File: src/rtl/alu32_op_issue.sv
// Issue stage for a 32-bit gate-level ALU: latches a request, enables the unit
// selected by the opcode for SETTLE_CYCLES, then captures and holds the result.
module alu32_op_issue #(
    parameter int unsigned SETTLE_CYCLES = 1
) (
    input  logic        Clk,
    input  logic        Rst_n,
    input  logic        InValid,
    output logic        InReady,
    input  logic [2:0]  Op,
    input  logic [31:0] A,
    input  logic [31:0] B,
    output logic [31:0] UnitA,
    output logic [31:0] UnitB,
    output logic [5:0]  En,
    input  logic [31:0] UnitOut,
    output logic        OutValid,
    input  logic        OutReady,
    output logic [31:0] Result,
    output logic        Zero,
    output logic        ErrOp
);

    localparam logic [1:0] ST_IDLE = 2'b00;
    localparam logic [1:0] ST_EXEC = 2'b01;
    localparam logic [1:0] ST_DONE = 2'b10;

    localparam logic [3:0] SETTLE_LOAD = 4'(SETTLE_CYCLES);

    function automatic logic [5:0] op_onehot(input logic [2:0] op);
        logic [5:0] oh;
        case (op)
            3'd0:    oh = 6'b000001;
            3'd1:    oh = 6'b000010;
            3'd2:    oh = 6'b000100;
            3'd3:    oh = 6'b001000;
            3'd4:    oh = 6'b010000;
            3'd5:    oh = 6'b100000;
            default: oh = 6'b000000;
        endcase
        return oh;
    endfunction

    function automatic logic op_legal(input logic [2:0] op);
        return (op <= 3'd5);
    endfunction

    logic [1:0]  state_r, state_s;
    logic [3:0]  cnt_r, cnt_s;
    logic [31:0] opa_r, opa_s;
    logic [31:0] opb_r, opb_s;
    logic [31:0] res_r, res_s;
    logic        zero_r, zero_s;
    logic        err_r, err_s;
    logic [5:0]  en_r, en_s;
    logic        vld_r, vld_s;
    logic        rdy_r;

    // Next-state and datapath update for the IDLE/EXEC/DONE sequence.
    always_comb begin
        state_s = state_r;
        cnt_s   = cnt_r;
        opa_s   = opa_r;
        opb_s   = opb_r;
        res_s   = res_r;
        zero_s  = zero_r;
        err_s   = err_r;
        en_s    = en_r;
        vld_s   = vld_r;
        case (state_r)
            ST_IDLE: begin
                if (InValid) begin
                    opa_s = A;
                    opb_s = B;
                    if (op_legal(Op)) begin
                        cnt_s   = SETTLE_LOAD;
                        en_s    = op_onehot(Op);
                        state_s = ST_EXEC;
                    end else begin
                        res_s   = 32'd0;
                        zero_s  = 1'b1;
                        err_s   = 1'b1;
                        vld_s   = 1'b1;
                        state_s = ST_DONE;
                    end
                end else begin
                    state_s = ST_IDLE;
                end
            end
            ST_EXEC: begin
                // A count of 0 can only come from an out-of-range parameter; capture rather than wrap.
                if (cnt_r <= 4'd1) begin
                    res_s   = UnitOut;
                    zero_s  = (UnitOut == 32'd0);
                    err_s   = 1'b0;
                    en_s    = 6'b000000;
                    vld_s   = 1'b1;
                    cnt_s   = 4'd0;
                    state_s = ST_DONE;
                end else begin
                    cnt_s = cnt_r - 4'd1;
                end
            end
            ST_DONE: begin
                if (OutReady) begin
                    vld_s   = 1'b0;
                    state_s = ST_IDLE;
                end else begin
                    state_s = ST_DONE;
                end
            end
            default: begin
                state_s = ST_IDLE;
                cnt_s   = 4'd0;
                en_s    = 6'b000000;
                vld_s   = 1'b0;
            end
        endcase
    end

    // State and output registers; reset aborts any operation in flight.
    always_ff @(posedge Clk or negedge Rst_n) begin
        if (!Rst_n) begin
            state_r <= ST_IDLE;
            cnt_r   <= 4'd0;
            opa_r   <= 32'd0;
            opb_r   <= 32'd0;
            res_r   <= 32'd0;
            zero_r  <= 1'b1;
            err_r   <= 1'b0;
            en_r    <= 6'b000000;
            vld_r   <= 1'b0;
            rdy_r   <= 1'b1;
        end else begin
            state_r <= state_s;
            cnt_r   <= cnt_s;
            opa_r   <= opa_s;
            opb_r   <= opb_s;
            res_r   <= res_s;
            zero_r  <= zero_s;
            err_r   <= err_s;
            en_r    <= en_s;
            vld_r   <= vld_s;
            rdy_r   <= (state_s == ST_IDLE);
        end
    end

    assign InReady  = rdy_r;
    assign UnitA    = opa_r;
    assign UnitB    = opb_r;
    assign En       = en_r;
    assign OutValid = vld_r;
    assign Result   = res_r;
    assign Zero     = zero_r;
    assign ErrOp    = err_r;

endmodule

File: config.mk
export PLATFORM = sky130hd
export DESIGN_NAME = alu32_op_issue
export DESIGN_NICKNAME = d
export VERILOG_FILES = /design/src/rtl/alu32_op_issue.sv
export SDC_FILE = /design/constraint.sdc
export NUM_CORES = 1
export LEC_CHECK = 0
export ABC_AREA = 1
export BUFFER_PORTS_ARGS = -buffer_cell sky130_fd_sc_hd__buf_2
export CAP_MARGIN = 20
export CORE_ASPECT_RATIO = 1.5
export CORE_UTILIZATION = 25
export CTS_BUF_LIST = sky130_fd_sc_hd__clkbuf_8 sky130_fd_sc_hd__clkbuf_16
export CTS_CLUSTER_DIAMETER = 60
export DETAILED_ROUTE_END_ITERATION = 8
export PLACE_DENSITY = 0.45
export SLEW_MARGIN = 25
export SYNTH_ARGS = -nofsm -noshare
export SYNTH_HDL_FRONTEND = slang
export SYNTH_SLANG_ARGS = --single-unit
File: constraint.sdc
create_clock -name Clk -period 2.1 [get_ports Clk]
set_clock_uncertainty 0.1 [all_clocks]
set_input_delay 0.21 -clock Clk [delete_from_list [all_inputs] [get_ports Clk]]
set_output_delay 0.21 -clock Clk [all_outputs]
set_load 0.05 [all_outputs]
; After elaboration in Yosys (flattened, before gate mapping)
; Index checks and enable logic that the tools add are counted.
[word_totals]
wordCells = 63
inputBits = 103
register_bits = 112
out_inout_bits = 106
[classes]
reduce_logical = 10
mux = 27
n_eq_ne = 12
bitwise_logic = 1
add_sub_neg = 1
n_lt_le_gt_ge = 2
[op_table]
columns = op, n
row1 = $mux W32, 3
row2 = $pmux W32 S2, 1
row3 = $pmux W6 S6, 1
row4 = $logic_not A32 Y1, 1
row5 = $mux W6, 3
row6 = $pmux W6 S3, 1
row7 = $mux W4, 3
row8 = $pmux W4 S3, 1
row9 = $reduce_and A4 Y1, 3
row10 = $ne A2 B2 Y1 const B, 5
row11 = $mux W2, 4
row12 = $eq A3 B2 Y1 const B, 2
row13 = $eq A3 B3 Y1 const B, 2
row14 = $mux W1, 6
row15 = $pmux W2 S3, 1
row16 = $le A4 B1 Y1 const B, 1
row17 = $logic_not A2 Y1, 2
row18 = $pmux W1 S2, 2
row19 = $sub A4 B1 Y4 const B, 1
row20 = $eq A3 B1 Y1 const B, 1
row21 = $le A3 B3 Y1 const B, 1
row22 = $logic_not A3 Y1, 1
row23 = $pmux W1 S3, 1
row24 = $reduce_and A3 Y1, 1
row25 = 5 further kinds, 5

; Depth between registers and ports, before layout
; Gate-level depths: netlist (run 1).
[logic_depth]
word_depth = 5
mapped_depth = 10
depth_no_buf = 9

; Worst setup path before layout (run 1)
; Ideal clock, no wire load.
[synth_timing]
path_kind = register to register
from = register cnt_r[0]
to = register res_r[15], in the netlist Result[15]
setup_time_ns = 0.066
synth_period_minus_slack_ns = 1.671
n_path_buf = 1
stages_incl_launch_ff = 11
t_required_ns = 1.934
t_arrival_ns = 1.505
slack_ns = 0.429
path_cell_list = dfrtp_1 inv_1 ha_1 o21ai_0 nand2_1 nand2_1 nand2_1 inv_2 buf_2 nand2_1 nand2_1
[synth_via]
elab_chain_cells = 3
[synth_rtl]
columns = item, line
row1 = "start, declared", 49  ; logic [3:0] cnt_r, cnt_s;
row2 = "start signal, assigned", 136  ; cnt_r <= cnt_s;
row3 = $le A4 B1 Y1, 92  ; if (cnt_r <= 4'd1) begin
row4 = $ne A2 B2 Y1 (no line), --
row5 = $reduce_and A4 Y1 (no line), --
row6 = "end signal, assigned", 139  ; res_r <= res_s;
row7 = "end, declared", 52  ; logic [31:0] res_r, res_s;
; Every way passes these cells.
; A chain may end at the register's enable or synchronous reset.

; Worst setup path in the final report (run 1)
[layout_timing]
from = register cnt_r[0]
to = register res_r[31], in the netlist Result[31]
; Same word-level chain as after synthesis.

==> impl_metrics.json, run 1 <==
{
  "synth_area_leaders": "dfrtp_1 (59%), mux2_4 (16%), nand2_1 (7.8%)",
  "tns_ns": 0,
  "min_period_ns": 1.82,
  "worstPathRequired_ns": 2.28,
  "fmax_mhz": 550,
  "hold_viol": 0,
  "fin_nets": 799,
  "post-route-period-util_pct": 86.5,
  "wl_met3_um": 619,
  "total_power_mw": 11.7,
  "ir_worst_vdd_mv": 0.839,
  "root_buffer": "clkbuf_16",
  "leakagePower_nw": 3.85,
  "numPortBuffers": 208,
  "area_delta_synth_final_pct": 55.5,
  "cts_made_buffers": 9,
  "ys_seq_area_share_pct": 59.8,
  "drive_gt1_share_pct": 43.2,
  "antennaDiodeCount": 0,
  "synth_common_cells": "dfrtp_1 (110), nand2_1 (97), mux2_4 (49)",
  "antenna_left": 0,
  "synthFlopType": "dfrtp_1",
  "grt_pass1_vias": 4090,
  "gp_congestion": 0.808,
  "worstSetupPathType": "flop to flop",
  "drc": 0,
  "drv_cap": 0,
  "finalWorstSetupSlack_ns": 0.283,
  "slew_headroom_pct": 77.0,
  "clkTransAtPathRegs_ns": 0.07,
  "drt_first_pass_iters": 6,
  "clk_path_buf_depth": 2,
  "die-height_um": 170,
  "synth_most_common_cell": "dfrtp_1",
  "yosysWarnings": 0,
  "syn_area_per_cell_sq_um": 12.0,
  "coreArea_sq_um": 18500,
  "hpwl_mm": 9.21,
  "vias_per_cell": 4.16,
  "synthesis.area_sq_um": 4690,
  "stdcell_count": 951,
  "insertion_delay_ns": 0.35,
  "setup_viol": 0,
  "cp-start-kind": "flop",
  "grt_pass1_wl_mm": 20.4,
  "route.layer.met1.wl_mm": 5.10,
  "slew_viol_final": 0,
  "dieArea_sq_um": 19300,
  "power_density_nw_per_um2": 1610,
  "synth_top_area_cell": "dfrtp_1",
  "preCtsSetupSlack_ns": 0.308,
  "top_layer": "met4",
  "wl_met2_mm": 7.27,
  "wl_per_cell_um": 14.1,
  "tightest_slew_ns": 0.346,
  "cts_sinks": 112,
  "antenna_found_initial": 0,
  "cp-end-kind": "flop",
  "async_reset_ff_share_pct": 100,
  "synth_cells": 392,
  "crit_fanout": 32,
  "rsz0062_at_grt": "false",
  "num_rows": 61,
  "io_pins": 209,
  "drt_wl_total_mm": 13.4,
  "hold_class": "input port to flop",
  "synth_edf_count": 0,
  "grt_max_degree": 57,
  "ys_types": 21,
  "cts_tree": "done",
  "cp.arrival_ns": 2.00,
  "netlist.area_leader.share_pct": 58.7,
  "start_util_pct": 25.4,
  "grt_use_total_pct": 13.8,
  "status": "complete, no violations",
  "syn_nets": 497,
  "place_inst": 843,
  "vias": 3953,
  "gr-total-overflow": 0,
  "fp.dieW_um": 114,
  "cts-htree-levels": 3,
  "drt_iter0_markers": 201,
  "synth_seq_cells": 112
}
[layer usage]
layer,GRT usage (%),up-vias
met5,0,-
met2,25.2,123
met3,2.93,35
met4,7.91,0
li1,-,1899
met1,14.4,1896
[placed cells by master, fill, tap and decap left out, types with 4 or more instances in the layout]
cell           instances
nor2_1                28
mux2_4                49
mux2_2                15
buf_12                 5
nand4_1                6
buf_4                  4
buf_2                207
clkbuf_16              9
dlygate4sd3_1         92
inv_1                 10
o21ai_0               12
nand2_1               96
nand3_1               36
dfrtp_1              110
[worst paths after layout]
check	start	endpoint	slack, ns	cells past startpoint
max in group asynchronous	Rst_n	InReady	1.25	3
worst max-delay path	cnt_r[0]	Result[31]	0.28	10
worst min-delay path	UnitOut[21]	Result[21]	0.02	3
min in group asynchronous	Rst_n	Result[25]	0.34	3
worst max register to register	cnt_r[0]	Result[31]	0.28	10
worst min register to register	ErrOp	ErrOp	0.38	2
[kinds of logic (layout without fill, tap and decap cells)]
logic type | Yosys count | count (layout) | share of synthesized area (%)
AND/OR/NAND/NOR | 170 | 170 | 15.2
flip-flops | 112 | 112 | 59.8
multiplexers | 64 | 64 | 19.3
buffers and inverters | 28 | 335 | 3.34
AO/OA/AOI/OAI | 15 | 15 | 1.60
adder cells (fa/ha/maj) | 2 | 2 | 0.534
XOR/XNOR | 1 | 1 | 0.187
[state kept, by name, indices dropped and copies added (netlist names)]
register / count
InReady: 1
ErrOp: 1
cnt_r: 4
UnitB: 32
Result: 32
Zero: 1
state_r: 2
OutValid: 1
UnitA: 32
En: 6
[critical path: stages (launching register included)]
cell and delay [ns]:
dfrtp_1 0.40, inv_1 0.08, ha_1 0.23, o21ai_0 0.23, nand2_1 0.08, nand2_1 0.11, nand2_1 0.10, inv_2 0.10
buf_12 0.19, nand2_1 0.07, nand2_1 0.07
[metrics by stage]
step	utilization (%)	instance area [sq um]	hold WS (ns)
floorplan	-	4690	-0.186
global placement	32.8	6060	0.166
CTS	39.5	7290	0.00448
detailed placement	32.8	6060	0.168
finish	39.5	7290	0.0246
global route	39.5	7290	0.00860
[report_power, final]
part | switching [mW] | total [mW] | internal (mW) | leakage (nW)
sequential | 0.479 | 3.52 | 3.04 | 1.39
clock | 0.800 | 1.76 | 0.963 | 0.150
combinational | 4.45 | 6.45 | 2.00 | 2.30
total | 5.73 | 11.7 | 6.00 | 3.85
[cell type report]
cell class	instances	area, sq um
Clock inverter	6	67.6
Sequential cell	112	2810
Clock buffer	10	239
Timing Repair Buffer	308	2090
Tap cell	252	315
Inverter	11	41.3
Fill cell	1835	11200
Multi-Input combinational cell	252	1740
[what timing repair did]
| action | 4_1_cts | 5_1_grt |
|---|---|---|
| hold endpoints to repair | 201 | 0 |
| hold buffers | 92 | 0 |
| setup buffers | 0 | 0 |
| resized for setup | 0 | 0 |
Note: power is estimated with default switching activity, not from simulation.
==> run 2: changes to the inputs <==
--- a/config.mk
+++ b/config.mk
@@ -13,6 +13,7 @@
 export CTS_BUF_LIST = sky130_fd_sc_hd__clkbuf_8 sky130_fd_sc_hd__clkbuf_16
 export CTS_CLUSTER_DIAMETER = 60
 export DETAILED_ROUTE_END_ITERATION = 8
+export MAX_ROUTING_LAYER = met4
 export PLACE_DENSITY = 0.45
 export SLEW_MARGIN = 25
 export SYNTH_ARGS = -nofsm -noshare
==> run 2 against run 1 <==
Against the previous run: non-clock buffer count unchanged; power about the same; sequential cell count unchanged; first-iteration DRC count down 11%; combinational power about the same; wire length about the same; die area unchanged; register-to-register slack about the same; via count up 0.10%; clock power about the same; largest cell class unchanged; largest power group unchanged.
==> impl_metrics.json, run 2 (synthesized netlist as in run 1, its figures left out) <==
{
  "status": "complete, no violations",
  "antenna_left": 0,
  "grt_pass1_vias": 4090,
  "clk_path_buf_depth": 2,
  "slew_headroom_pct": 76.8,
  "hpwl_mm": 9.21,
  "layout_commonest_cell": "buf_2",
  "stdcell_area_sq_um": 7290,
  "drt_first_pass_iters": 6,
  "die-height_um": 170,
  "grt_use_total_pct": 14.2,
  "power_density_nw_per_um2": 1610,
  "holdPathEnd": "Result[5]",
  "gr-total-overflow": 0,
  "cts_made_buffers": 9,
  "gp_congestion": 0.820,
  "rsz0062_at_grt": "false",
  "dieArea_sq_um": 19300,
  "cts_tree": "done",
  "finalWorstSetupSlack_ns": 0.281,
  "fp.dieW_um": 114,
  "holdBufCountCts": 92,
  "start_util_pct": 25.4,
  "hold_viol": 0,
  "r2r_end": "Result[31]",
  "slew_viol_final": 0,
  "post-route-period-util_pct": 86.6,
  "cts-resized-gates": 0,
  "drt_iter0_markers": 178,
  "hold-path-cell-count": 3,
  "critPathMaxStageDelay_ns": 0.40,
  "final_cell_mix": "buf_2 (207), dfrtp_1 (110), nand2_1 (96)",
  "slowest_stage": "dfrtp_1",
  "fin_nets": 799,
  "startpoint": "cnt_r[0]",
  "cp-start-kind": "flop",
  "area_delta_synth_final_pct": 55.5,
  "setup_viol": 0,
  "vias_per_cell": 4.16,
  "numPortBuffers": 208,
  "drv_cap": 0,
  "min_from": "UnitOut[5]",
  "antennaDiodeCount": 0,
  "insertion_delay_ns": 0.35,
  "fmax_mhz": 550,
  "worstSetupPathType": "flop to flop",
  "cp.arrival_ns": 2.00,
  "grt_pass1_wl_mm": 20.5,
  "drc": 0,
  "crit_fanout": 32,
  "timing.rr.start": "cnt_r[0]",
  "cts_sinks": 112,
  "tightest_slew_ns": 0.348,
  "cts-htree-levels": 3,
  "coreArea_sq_um": 18500,
  "leakagePower_nw": 3.85,
  "num_rows": 61,
  "fill_cells": 1835,
  "vias": 3957,
  "cp_common_cell": "nand2_1",
  "r2r_slack_ns": 0.28,
  "root_buffer": "clkbuf_16",
  "tns_ns": 0,
  "drive_gt1_share_pct": 43.2,
  "cp-end-kind": "flop",
  "min_period_ns": 1.82,
  "antenna_found_initial": 0,
  "wl_per_cell_um": 14.2,
  "crit_chain": "inv_1, ha_1, o21ai_0, nand2_1, nand2_1, nand2_1, inv_2, buf_12, nand2_1, nand2_1",
  "place_inst": 843,
  "r2r_cells": 10,
  "grt_max_degree": 57,
  "worstPathRequired_ns": 2.28,
  "clkTransAtPathRegs_ns": 0.08,
  "io_pins": 209,
  "ir_worst_vdd_mv": 0.839,
  "stdcell_count": 951,
  "postCtsSetupBuffers": 0,
  "drt_wl_total_mm": 13.5,
  "placed_cell_area_sq_um": 6060,
  "preCtsSetupSlack_ns": 0.308,
  "hold_class": "input port to flop"
}
## run 2: worst max-delay path: cells and delay by family, from the launching register on
kind | cells | cell delay [ns]
AOI/OAI and AO/OA | 1 | 0.23
adders and majority gates | 1 | 0.23
and+or+nand+nor | 5 | 0.43
DFF | 1 | 0.40
buffers and inverters | 3 | 0.37
## run 2: where the power goes
group | internal, mW | leakage, nW | switching [mW]
Clock | 0.963 | 0.150 | 0.800
Sequential | 3.04 | 1.39 | 0.480
Combinational | 2.00 | 2.30 | 4.45
Total | 6.00 | 3.85 | 5.73
## run 2: how the worst max path moves through the flow
stage | end | slack (ns) | cells after the start
global route | Result[23] | 0.05 | 10
detailed placement | Result[10] | 0.31 | 10
CTS | Result[31] | 0.28 | 10
global placement | Result[4] | 0.35 | 10
finish | Result[31] | 0.28 | 10
floorplan | Result[15] | 0.43 | 10
## run 2: layer usage
metal	vias to the layer above	part of all wire [%]	global-route usage, %
met4	0	3.2	7.91
met5	-	0	-
li1	1899	-	-
met2	124	54	25.2
met3	28	4.6	2.89
met1	1906	38	14.5
## run 2: cell type report
cell class | instances | area [sq um] | share of cell area [%]
Clock buffer | 10 | 239 | 3.28
Inverter | 11 | 41.3 | 0.566
Clock inverter | 6 | 67.6 | 0.927
Tap cell | 252 | 315 | 4.32
Timing Repair Buffer | 308 | 2090 | 28.6
Multi-Input combinational cell | 252 | 1740 | 23.8
Sequential cell | 112 | 2810 | 38.5
## run 2: through the flow
| stage | hold WS (ns) | util, % | power [mW] |
|---|---|---|---|
| CTS | 0.00448 | 39.5 | 11.9 |
| detailed placement | 0.168 | 32.8 | 9.89 |
| finish | 0.0257 | 39.5 | 11.7 |
| global route | 0.00864 | 39.5 | 12.3 |
| floorplan | -0.186 | - | 8.37 |
| global placement | 0.166 | 32.8 | 9.85 |
==> run 3: changes to the inputs <==
==> constraint.sdc (replaced) <==
create_clock -name Clk -period 2.3 [get_ports Clk]
set_clock_uncertainty 0.1 [all_clocks]
set_input_delay 0.23 -clock Clk [delete_from_list [all_inputs] [get_ports Clk]]
set_output_delay 0.23 -clock Clk [all_outputs]
set_load 0.05 [all_outputs]
==> run 3 against run 2 <==
Against the previous run: worst hold slack worse by 0.0095 ns; non-clock buffer count down 57; highest routed layer unchanged; largest power group unchanged; utilization down 3.1 points; clock power about the same; critical endpoint is now Result[13]; maximum frequency down 3.5%.
==> impl_metrics.json, run 3 (synthesized netlist as in run 1, its figures left out) <==
{
  "status": "complete, no violations",
  "hold_viol": 0,
  "cp-start-kind": "flop",
  "slew_viol_final": 0,
  "clkTransAtPathRegs_ns": 0.08,
  "slew_headroom_pct": 58.2,
  "fill_cells": 1903,
  "cts-resized-gates": 0,
  "gp_congestion": 0.833,
  "grt_max_degree": 113,
  "numPortBuffers": 208,
  "area_delta_synth_final_pct": 43.4,
  "num_rows": 61,
  "preCtsSetupSlack_ns": 0.414,
  "cp-end-kind": "flop",
  "root_buffer": "clkbuf_16",
  "antennaDiodeCount": 0,
  "wl_per_cell_um": 14.4,
  "worstPathRequired_ns": 2.48,
  "hpwl_mm": 9.06,
  "start_util_pct": 25.4,
  "clk_path_buf_depth": 2,
  "hold_class": "input port to flop",
  "multi_input_area_sq_um": 1740,
  "layout_commonest_cell": "buf_2",
  "insertion_delay_ns": 0.34,
  "seq_area_sq_um": 2810,
  "antenna_left": 0,
  "coreArea_sq_um": 18500,
  "dieArea_sq_um": 19300,
  "tns_ns": 0,
  "grt_pass1_vias": 3883,
  "final_cell_mix": "buf_2 (207), dfrtp_1 (110), nand2_1 (96)",
  "drc": 0,
  "power_density_nw_per_um2": 1590,
  "cp.arrival_ns": 2.07,
  "cts_tree": "done",
  "fin_nets": 742,
  "drive_gt1_share_pct": 46.9,
  "fp.dieW_um": 114,
  "drt_wl_total_mm": 12.8,
  "leakagePower_nw": 3.61,
  "rsz0062_at_grt": "false",
  "vias": 3754,
  "tightest_slew_ns": 0.627,
  "post-route-period-util_pct": 81.9,
  "finalWorstSetupSlack_ns": 0.415,
  "worstSetupPathType": "flop to flop",
  "gr-total-overflow": 0,
  "postCtsSetupBuffers": 0,
  "cts_made_buffers": 9,
  "vias_per_cell": 4.20,
  "min_period_ns": 1.88,
  "antenna_found_initial": 0,
  "cts_sinks": 112,
  "drt_first_pass_iters": 4,
  "r2r_slack_ns": 0.42,
  "fmax_mhz": 531,
  "die-height_um": 170,
  "io_pins": 209,
  "drt_iter0_markers": 130,
  "setup_viol": 0,
  "grt_pass1_wl_mm": 19.8,
  "crit_fanout": 13,
  "drv_cap": 0,
  "cts-htree-levels": 3,
  "grt_use_total_pct": 13.8,
  "ir_worst_vdd_mv": 0.767
}
==> run 3: changes by cell type in the layout (fill, tap and decap cells not counted) <==
cell | before | now
buf_12 | 5 | 3
bufinv_16 | 1 | 2
clkinv_2 | 0 | 1
clkinvlp_4 | 1 | 0
inv_1 | 10 | 9
dlygate4sd3_1 | 92 | 37
==> run 3: cell type report <==
type / count / share of cell area, %
multi-input combinational: 252 / 25.8
inverter: 11 / 0.614
timing repair buffer: 251 / 22.3
sequential: 112 / 41.7
tap: 252 / 4.69
clock buffer: 10 / 3.55
clock inverter: 6 / 1.36
==> run 3: where the power goes <==
part / switching (mW) / leakage (nW) / total, mW / internal (mW)
Sequential: 0.435 / 1.39 / 3.21 / 2.77
Clock: 0.744 / 0.163 / 1.74 / 0.992
Combinational: 4.02 / 2.05 / 5.76 / 1.74
==> run 3: stage by stage <==
step / cells / hold slack [ns] / utilization [%] / instance area, sq um / total power [mW]
after floorplan: 392 / -0.166 / - / 4690 / 7.64
after global placement: 841 / 0.267 / 32.6 / 6020 / 8.95
after detailed placement: 841 / 0.279 / 32.6 / 6020 / 9.01
after CTS: 894 / 0.000201 / 36.4 / 6720 / 10.9
after global routing: 894 / 0.00113 / 36.4 / 6720 / 11.3
final: 894 / 0.0162 / 36.4 / 6720 / 10.7
==> run 3: worst paths after layout <==
path,start,endpoint,depth (start not counted)
worst max-delay path,cnt_r[0],Result[13],10
min in group asynchronous,Rst_n,Result[6],3
max in group asynchronous,Rst_n,UnitA[13],3
worst max register to register,cnt_r[0],Result[13],10
worst min-delay path,B[8],UnitB[8],2
worst min register to register,Result[22],Result[22],2
==> run 3: metal layers <==
layer	up-vias	track usage, %	share of wire (%)
li1	1785	-	-
met1	1838	14.7	38
met3	21	2.89	4.4
met4	0	6.04	2.6
met2	110	24.4	55
met5	-	-	0
==> run 3: timing repair <==
item	CTS	global route
setup endpoints to repair	0	0
hold endpoints to repair	146	0
hold buffers	37	0
==> run 3: worst max-delay path: stages (launching register included) <==
cell and delay, ns:
dfrtp_1 0.40, inv_1 0.08, ha_1 0.23, o21ai_0 0.22
nand2_1 0.08, nand2_1 0.11, nand2_1 0.09, inv_2 0.21
buf_4 0.20, nand2_1 0.06, nand2_1 0.07
